<file path="config.mk">
export PLATFORM = sky130hd
export DESIGN_NAME = fp_mul_controller
export DESIGN_NICKNAME = d
export VERILOG_FILES = /design/src/rtl/fp_mul_controller.sv
export SDC_FILE = /design/constraint.sdc
export NUM_CORES = 1
export LEC_CHECK = 0
export CORE_MARGIN = 2
export CORE_UTILIZATION = 37
export DETAILED_ROUTE_END_ITERATION = 7
export HOLD_SLACK_MARGIN = 0.15
export PLACE_DENSITY = 0.86
export SYNTH_ARGS = -nofsm -noshare
export SYNTH_HDL_FRONTEND = slang
export SYNTH_SLANG_ARGS = --single-unit
</file>
<file path="constraint.sdc">
create_clock -name clk -period 2.56 [get_ports clk]
set_clock_uncertainty 0.15 [all_clocks]
set_input_delay 0.256 -clock clk [delete_from_list [all_inputs] [get_ports clk]]
set_output_delay 0.256 -clock clk [all_outputs]
set_load 0.005 [all_outputs]
</file>
<file path="src/rtl/fp_mul_controller.sv">
// fp_mul_controller: sequencer for a registered floating-point multiplier
// datapath. Accepts operand pairs over valid/ready, steps the datapath
// through LOAD (operand register write) and COMPUTE (output register write),
// then holds the captured product and exception flags in RESULT until the
// downstream side accepts them.
//
// Optional feature: define FP_MUL_EXC_COUNT_EN to add overflow_count and
// nan_count outputs, which count delivered results carrying each exception.
module fp_mul_controller #(
    parameter int WIDTH       = 32,
    parameter int COUNT_WIDTH = 16
) (
    input  logic                   clk,
    input  logic                   reset,
    input  logic                   clear,
    input  logic                   in_valid,
    output logic                   in_ready,
    input  logic [WIDTH-1:0]       in_a,
    input  logic [WIDTH-1:0]       in_b,
    output logic [WIDTH-1:0]       dp_a,
    output logic [WIDTH-1:0]       dp_b,
    output logic                   dp_write_enable_a,
    output logic                   dp_write_enable_b,
    output logic                   dp_read_enable_a,
    output logic                   dp_read_enable_b,
    output logic                   dp_write_enable_out,
    output logic                   dp_read_enable_out,
    output logic                   dp_reset,
    input  logic [WIDTH-1:0]       dp_product,
    input  logic                   dp_overflow,
    input  logic                   dp_nan,
    output logic                   out_valid,
    input  logic                   out_ready,
    output logic [WIDTH-1:0]       out_product,
    output logic                   out_overflow,
    output logic                   out_nan,
`ifdef FP_MUL_EXC_COUNT_EN
    output logic [COUNT_WIDTH-1:0] overflow_count,
    output logic [COUNT_WIDTH-1:0] nan_count,
`endif
    output logic [COUNT_WIDTH-1:0] op_count
);

    typedef enum logic [1:0] {
        IDLE    = 2'd0,
        LOAD    = 2'd1,
        COMPUTE = 2'd2,
        RESULT  = 2'd3
    } state_t;

    state_t                 state_q;
    logic [WIDTH-1:0]       a_q, b_q;
    logic                   we_ab_q;
    logic                   re_ab_q;
    logic                   we_out_q;
    logic                   re_out_q;
    logic                   out_valid_q;
    logic                   ovf_q, nan_q;
    logic [COUNT_WIDTH-1:0] op_count_q;
`ifdef FP_MUL_EXC_COUNT_EN
    logic [COUNT_WIDTH-1:0] ovf_count_q, nan_count_q;
`endif

    logic accept_d;
    logic handshake_d;

    // Handshake decode; clear/reset block any accept in the same cycle.
    always_comb begin
        in_ready    = 1'b0;
        handshake_d = 1'b0;
        if (!reset && !clear) begin
            in_ready    = (state_q == IDLE) || ((state_q == RESULT) && out_ready);
            handshake_d = (state_q == RESULT) && out_ready;
        end
        accept_d = in_ready && in_valid;
    end

    // Sequencer: state, registered enables, captured flags and counters.
    always_ff @(posedge clk) begin
        if (reset) begin
            state_q     <= IDLE;
            a_q         <= '0;
            b_q         <= '0;
            we_ab_q     <= 1'b0;
            re_ab_q     <= 1'b0;
            we_out_q    <= 1'b0;
            re_out_q    <= 1'b0;
            out_valid_q <= 1'b0;
            ovf_q       <= 1'b0;
            nan_q       <= 1'b0;
            op_count_q  <= '0;
`ifdef FP_MUL_EXC_COUNT_EN
            ovf_count_q <= '0;
            nan_count_q <= '0;
`endif
        end else if (clear) begin
            // Flush the in-flight operation but keep all counters.
            state_q     <= IDLE;
            a_q         <= '0;
            b_q         <= '0;
            we_ab_q     <= 1'b0;
            re_ab_q     <= 1'b0;
            we_out_q    <= 1'b0;
            re_out_q    <= 1'b0;
            out_valid_q <= 1'b0;
            ovf_q       <= 1'b0;
            nan_q       <= 1'b0;
        end else begin
            case (state_q)
                IDLE: begin
                    if (accept_d) begin
                        a_q     <= in_a;
                        b_q     <= in_b;
                        we_ab_q <= 1'b1;
                        state_q <= LOAD;
                    end
                end
                LOAD: begin
                    we_ab_q  <= 1'b0;
                    re_ab_q  <= 1'b1;
                    we_out_q <= 1'b1;
                    state_q  <= COMPUTE;
                end
                COMPUTE: begin
                    // Flags come from the operand registers, so they are valid
                    // on the same edge the output register takes the product.
                    re_ab_q     <= 1'b0;
                    we_out_q    <= 1'b0;
                    ovf_q       <= dp_overflow;
                    nan_q       <= dp_nan;
                    out_valid_q <= 1'b1;
                    re_out_q    <= 1'b1;
                    state_q     <= RESULT;
                end
                RESULT: begin
                    if (handshake_d) begin
                        op_count_q  <= op_count_q + COUNT_WIDTH'(1);
`ifdef FP_MUL_EXC_COUNT_EN
                        if (ovf_q) ovf_count_q <= ovf_count_q + COUNT_WIDTH'(1);
                        if (nan_q) nan_count_q <= nan_count_q + COUNT_WIDTH'(1);
`endif
                        out_valid_q <= 1'b0;
                        re_out_q    <= 1'b0;
                        if (accept_d) begin
                            a_q     <= in_a;
                            b_q     <= in_b;
                            we_ab_q <= 1'b1;
                            state_q <= LOAD;
                        end else begin
                            state_q <= IDLE;
                        end
                    end
                end
                default: state_q <= IDLE;
            endcase
        end
    end

    assign dp_a                = a_q;
    assign dp_b                = b_q;
    assign dp_write_enable_a   = we_ab_q;
    assign dp_write_enable_b   = we_ab_q;
    assign dp_read_enable_a    = re_ab_q;
    assign dp_read_enable_b    = re_ab_q;
    assign dp_write_enable_out = we_out_q;
    assign dp_read_enable_out  = re_out_q;
    assign dp_reset            = reset | clear;
    assign out_valid           = out_valid_q;
    assign out_product         = out_valid_q ? dp_product : '0;
    assign out_overflow        = ovf_q;
    assign out_nan             = nan_q;
    assign op_count            = op_count_q;
`ifdef FP_MUL_EXC_COUNT_EN
    assign overflow_count      = ovf_count_q;
    assign nan_count           = nan_count_q;
`endif

endmodule

</file>
After elaboration in Yosys (flattened, before gate mapping)
Cells that the tools add are included.
W data, S select, Z words.
{"block": "totals", "ff_bits": 87, "input_bits": 103, "out_inout_bits": 123, "word_cells": 53}
{"block": "classes", "add_sub_neg": 1, "n_eq_ne": 5, "n_mux": 19, "bitwise_logic": 2, "reduce_logical": 17}
{"op": "$mux W32", "n": 5}
{"op": "$pmux W32 S2", "n": 2}
{"op": "$add A16 B1 Y16 const B", "n": 1}
{"op": "$pmux W2 S4", "n": 1}
{"op": "$reduce_and A2 Y1", "n": 4}
{"op": "$mux W1", "n": 6}
{"op": "$reduce_bool A2 Y1", "n": 3}
{"op": "$eq A2 B2 Y1 const B", "n": 2}
{"op": "$mux W2", "n": 2}
{"op": "$ne A2 B2 Y1 const B", "n": 2}
{"op": "$pmux W1 S2", "n": 2}
{"op": "$logic_and A1 B1 Y1", "n": 3}
{"op": "$pmux W1 S3", "n": 1}
{"op": "$reduce_and A3 Y1", "n": 1}
{"op": "$reduce_bool A3 Y1", "n": 1}
{"op": "$eq A2 B1 Y1 const B", "n": 1}
{"op": "$logic_not A1 Y1", "n": 2}
{"op": "$logic_not A2 Y1", "n": 1}
{"op": "$reduce_or A2 Y1", "n": 1}
{"op": "$logic_or A1 B1 Y1", "n": 1}
{"op": "$not A1 Y1", "n": 1}
{"op": "$or A1 B1 Y1", "n": 1}

Longest topological paths before layout
{"block": "logic_depth", "depth_word": 8, "depth_mapped": 8, "ltp_nobuf": 6}

Worst setup path before layout
Ideal clock, no wire load.
{"block": "synth_timing", "path_kind": "flip-flop to flip-flop", "startpoint": "register state_q[1]", "endpoint": "register op_count_q[15], in the netlist op_count[15]", "setup_ps": 123, "arrival_time_ps": 1720, "required_ps": 2287, "setup_slack_ps": 566, "stages_incl_launch_ff": 7, "n_path_buf": 1, "period_less_slack_ps": 1994, "path_cell_list": "dfxtp_1 -> ha_1 -> nand4bb_1 -> buf_4 -> nor4_4 -> and3_1 -> mux2_1"}
{"block": "synth_between", "elab_chain_cells": 4}
{"item": "start: declaration", "line_no": "51", "source": "state_t state_q;"}
{"item": "start signal: assignment", "line_no": "81", "source": "state_q <= IDLE;"}
{"item": "start signal: assignment", "line_no": "98", "source": "state_q <= IDLE;"}
{"item": "start signal: assignment", "line_no": "115", "source": "state_q <= LOAD;"}
{"item": "$eq A2 B2 Y1 (*)", "line_no": "73, 109"}
{"item": "$logic_and A1 B1 Y1", "line_no": "73", "source": "handshake_d = (state_q == RESULT) && out_ready;"}
{"item": "$mux W1", "line_no": "71", "source": "if (!reset && !clear) begin"}
{"item": "$reduce_and A3 Y1 (no line) (*)"}
{"item": "end signal: assignment", "line_no": "137", "source": "op_count_q <= op_count_q + COUNT_WIDTH'(1);"}
{"item": "end: declaration", "line_no": "59", "source": "logic [COUNT_WIDTH-1:0] op_count_q;"}
Every way passes the cells marked *; elsewhere a longest branch is shown, timed or not.
A chain may end at the register's enable or synchronous reset.

Final worst setup path
{"block": "layout_timing", "startpoint": "register state_q[0]", "endpoint": "output in_ready"}
{"block": "layout_between", "elab_chain_cells": 4, "word_cells_on_any_way": 5, "cone_classes": "eq/ne (1); mux (1); reduce/logical (3)"}
{"item": "$eq A2 B2 Y1", "line_no": "72", "source": "in_ready = (state_q == IDLE) || ((state_q == RESULT) && out_ready);"}
{"item": "$logic_and A1 B1 Y1", "line_no": "72"}
{"item": "$logic_or A1 B1 Y1 (*)", "line_no": "72"}
{"item": "$mux W1 (*)", "line_no": "71"}
{"item": "end: declaration", "line_no": "17", "source": "output logic in_ready,"}
Marks and branches as above.

==> out/metrics.csv <==
stage,metric,value,unit
grt,grt_use_total,21.3,%
timing,fmax,418,MHz
die,coreArea,9330,um^2
timing,setup_violations,0,
grt,grt_pass1_wl,17.7,mm
cts,post_cts_buffers,0,
pwr,p_per_area,446,nW/um^2
worst_setup_path,start_kind,register,
logic_synthesis,ys_seq_area_share,48.5,%
grt,antenna_found_initial,0,
detailed_routing,drc_errors,0,
detailed_routing,first_pass_iters,4,
detailed_routing,ant_nets,0,
cts,cts_buffer_depth,2,
timing,timing.final.crit_share,93.5,%
run,drv_cap,0,
finish,antenna_cells,0,
grt,grt_pass1_vias,3617,
pwr,total_power,0.00277,W
timing,final.setup.tns,0,ps
finish,drive_above_1_share,5.56,%
cts,clockRootBuffer,clkbuf_8,
timing,hold_violations,0,
detailed_routing,vias_per_cell,4.74,
logic_synthesis,postSynthCellCount,444,
worst_setup_path,arrival,1990,ps
place,port_buffers,225,
logic_synthesis,netlist.area_leader.share,48.5,%
cts,clkLatencyLatePin,350,ps
logic_synthesis,syn_avg_cell_area,8.08,um^2
detailed_routing,drt-initial-drc-count,148,
detailed_routing,vias,3767,
die,start_util,38.5,%
logic_synthesis,ys_types,41,
logic_synthesis,synth_seq_cells,87,
worst_setup_path,slowest_stage,clkdlybuf4s50_1,
logic_synthesis,synthTopCellsByCount,"134 x nand2_1, 87 x dfxtp_1, 70 x nand3_1, 33 x and2_1, 21 x nor2_1",
timing,fin_crit,2390,ps
die,dieArea,10500,um^2
timing,tightest_slew,798,ps
place,place_area,5990,um^2
pwr,ir_worst_vdd,0.391,mV
place,place_congestion,0.915,
cts,clk_pin_slew,100,ps
finish,postLayoutCellArea,6210,um^2
grt,overflow,0,
grt,grt_max_degree,65,
timing,drv_slew,0,
cts,numCtsBuffers,9,
logic_synthesis,postSynth.asyncResetShare,0,%
logic_synthesis,yosysMostFrequentCell,nand2_1,
finish,fin_nets,770,
die,die_w,102,um
logic_synthesis,ys_top_cells_by_area,"dfxtp_1 49%, nand2_1 14%, nand3_1 9.8%",
logic_synthesis,synth_top_area_cell,dfxtp_1,
finish,finish.utilization,66.5,%
worst_hold_path,hold_path.class,input port to register,
logic_synthesis,syn_nets,553,
die,die-height,102,um
logic_synthesis,synth_ff_type,dfxtp_1,
pwr,p_leak,2.59,nW
cts,holdBufCountCts,0,
detailed_routing,wl,11.3,mm
finish,layout-area-overhead-vs-synth,73.0,%
cts,cts_tree,done,
timing,slew_headroom,46.7,%
die,ios,226,
outcome,run_status,completed,
worst_setup_path,crit_type,register to output pin,
place,dp_hpwl,8.54,mm
worst_setup_path,cp_cell_sequence,ha_1 -> buf_4 -> nor4bb_4 -> a21o_1 -> clkdlybuf4s50_1,
worst_setup_path,crit_required,2150,ps
logic_synthesis,synth_area,3590,um^2
worst_setup_path,max_stage_delay,510,ps
cts,htree_levels,3,
worst_setup_path,cp_max_fo,7,
die,fp-row-count,35,
worst_setup_path,end_kind,output pin,
logic_synthesis,yosys_warnings,0,
logic_synthesis,synth-edff-count,0,
cts,cts_num_sinks,87,
detailed_routing,routedWlPerCell,14.3,um
timing,grt_setup_unrepaired,no,
[path summary, 6_finish.rpt]
kind	start	endpoint	cells after the start	slack (ps)
setup / recovery	state_q[0]	in_ready	5	170
hold / removal	in_b[8]	dp_b[8]	3	270
setup reg to reg	state_q[0]	op_count[15]	5	360
hold reg to reg	dp_a[2]	dp_a[2]	2	310
[layout make-up]
class	instances	area, um^2
Fill cell	752	3120
Tap cell	129	161
Inverter	4	15.0
Timing Repair Buffer	237	2370
Multi-Input combinational cell	322	1720
Clock buffer	9	124
Sequential cell	87	1740
Clock inverter	7	78.8
[kinds of logic after synthesis]
kind of cell | after synthesis | share of synthesized area [%]
buf+inv | 35 | 4.46
fa+ha+maj | 6 | 2.09
compound gates | 17 | 3.28
mux | 7 | 2.06
simple gates | 283 | 37.4
flops | 87 | 48.5
xor+xnor | 9 | 2.20
[cells in the final DEF, fill, tap and decap left out, types with 3 or more instances in the layout]
cell / Yosys / final
clkdlybuf4s50_1: 0 / 225
nand2_1: 134 / 134
dfxtp_1: 87 / 86
nand3_1: 70 / 70
and2_1: 33 / 33
nor2_1: 21 / 20
buf_4: 5 / 10
clkbuf_8: 0 / 9
ha_1: 6 / 6
a21oi_1: 5 / 5
xnor2_1: 5 / 5
xor2_1: 4 / 4
mux2i_1: 4 / 4
nor2b_1: 4 / 4
inv_1: 3 / 3
nand4_1: 3 / 3
mux2_1: 3 / 3
nor3_1: 3 / 3
nand2b_1: 3 / 3
inv_6: 0 / 3
[flip-flops by register name (all words and copies together), names as in the netlist]
| signal | flops |
|---|---|
| dp_a | 32 |
| out_nan | 1 |
| op_count | 16 |
| state_q | 2 |
| dp_b | 32 |
| out_valid | 1 |
| dp_write_enable_out | 1 |
| dp_write_enable_a | 1 |
| out_overflow | 1 |
[worst max-delay path: cells and delay by family (launching register included)]
kind                       cells  cell delay [ps]
AOI/OAI and AO/OA              1              160
adders and majority gates      1              210
buffers and inverters          2              680
DFF                            1              370
and+or+nand+nor                1              220
[timing repair]
action | CTS | global route
endpoints found under the setup margin | 1 | 1
cloned | 0 | 0
gates resized for setup | 1 | 2
[per-layer routing]
metal / GRT usage [%] / routed length, um / up-vias
li1: - / - / 1876
met1: 25.0 / 4610 / 1744
met2: 35.8 / 5670 / 128
met3: 7.66 / 884 / 19
met4: 7.49 / 180 / 0
met5: 0 / 0 / -
[power by group]
part / total (W) / leakage (nW) / switching, W / internal (W)
Clock: 0.000984 / 0.105 / 0.000521 / 0.000463
Combinational: 0.000368 / 1.78 / 0.000126 / 0.000242
Sequential: 0.00141 / 0.708 / 0.0000211 / 0.00139
[through the flow]
| stage | instances | setup WS [ps] | hold slack [ps] |
|---|---|---|---|
| 2_1_floorplan | 444 | 566 | 205 |
| 3_3_place_gp | 779 | 242 | 291 |
| 3_5_place_dp | 779 | 174 | 295 |
| 4_1_cts | 795 | 50.5 | 254 |
| 5_1_grt | 795 | 32.8 | 262 |
| 6_report | 795 | 166 | 272 |
Note: power is estimated with default switching activity, not from simulation.
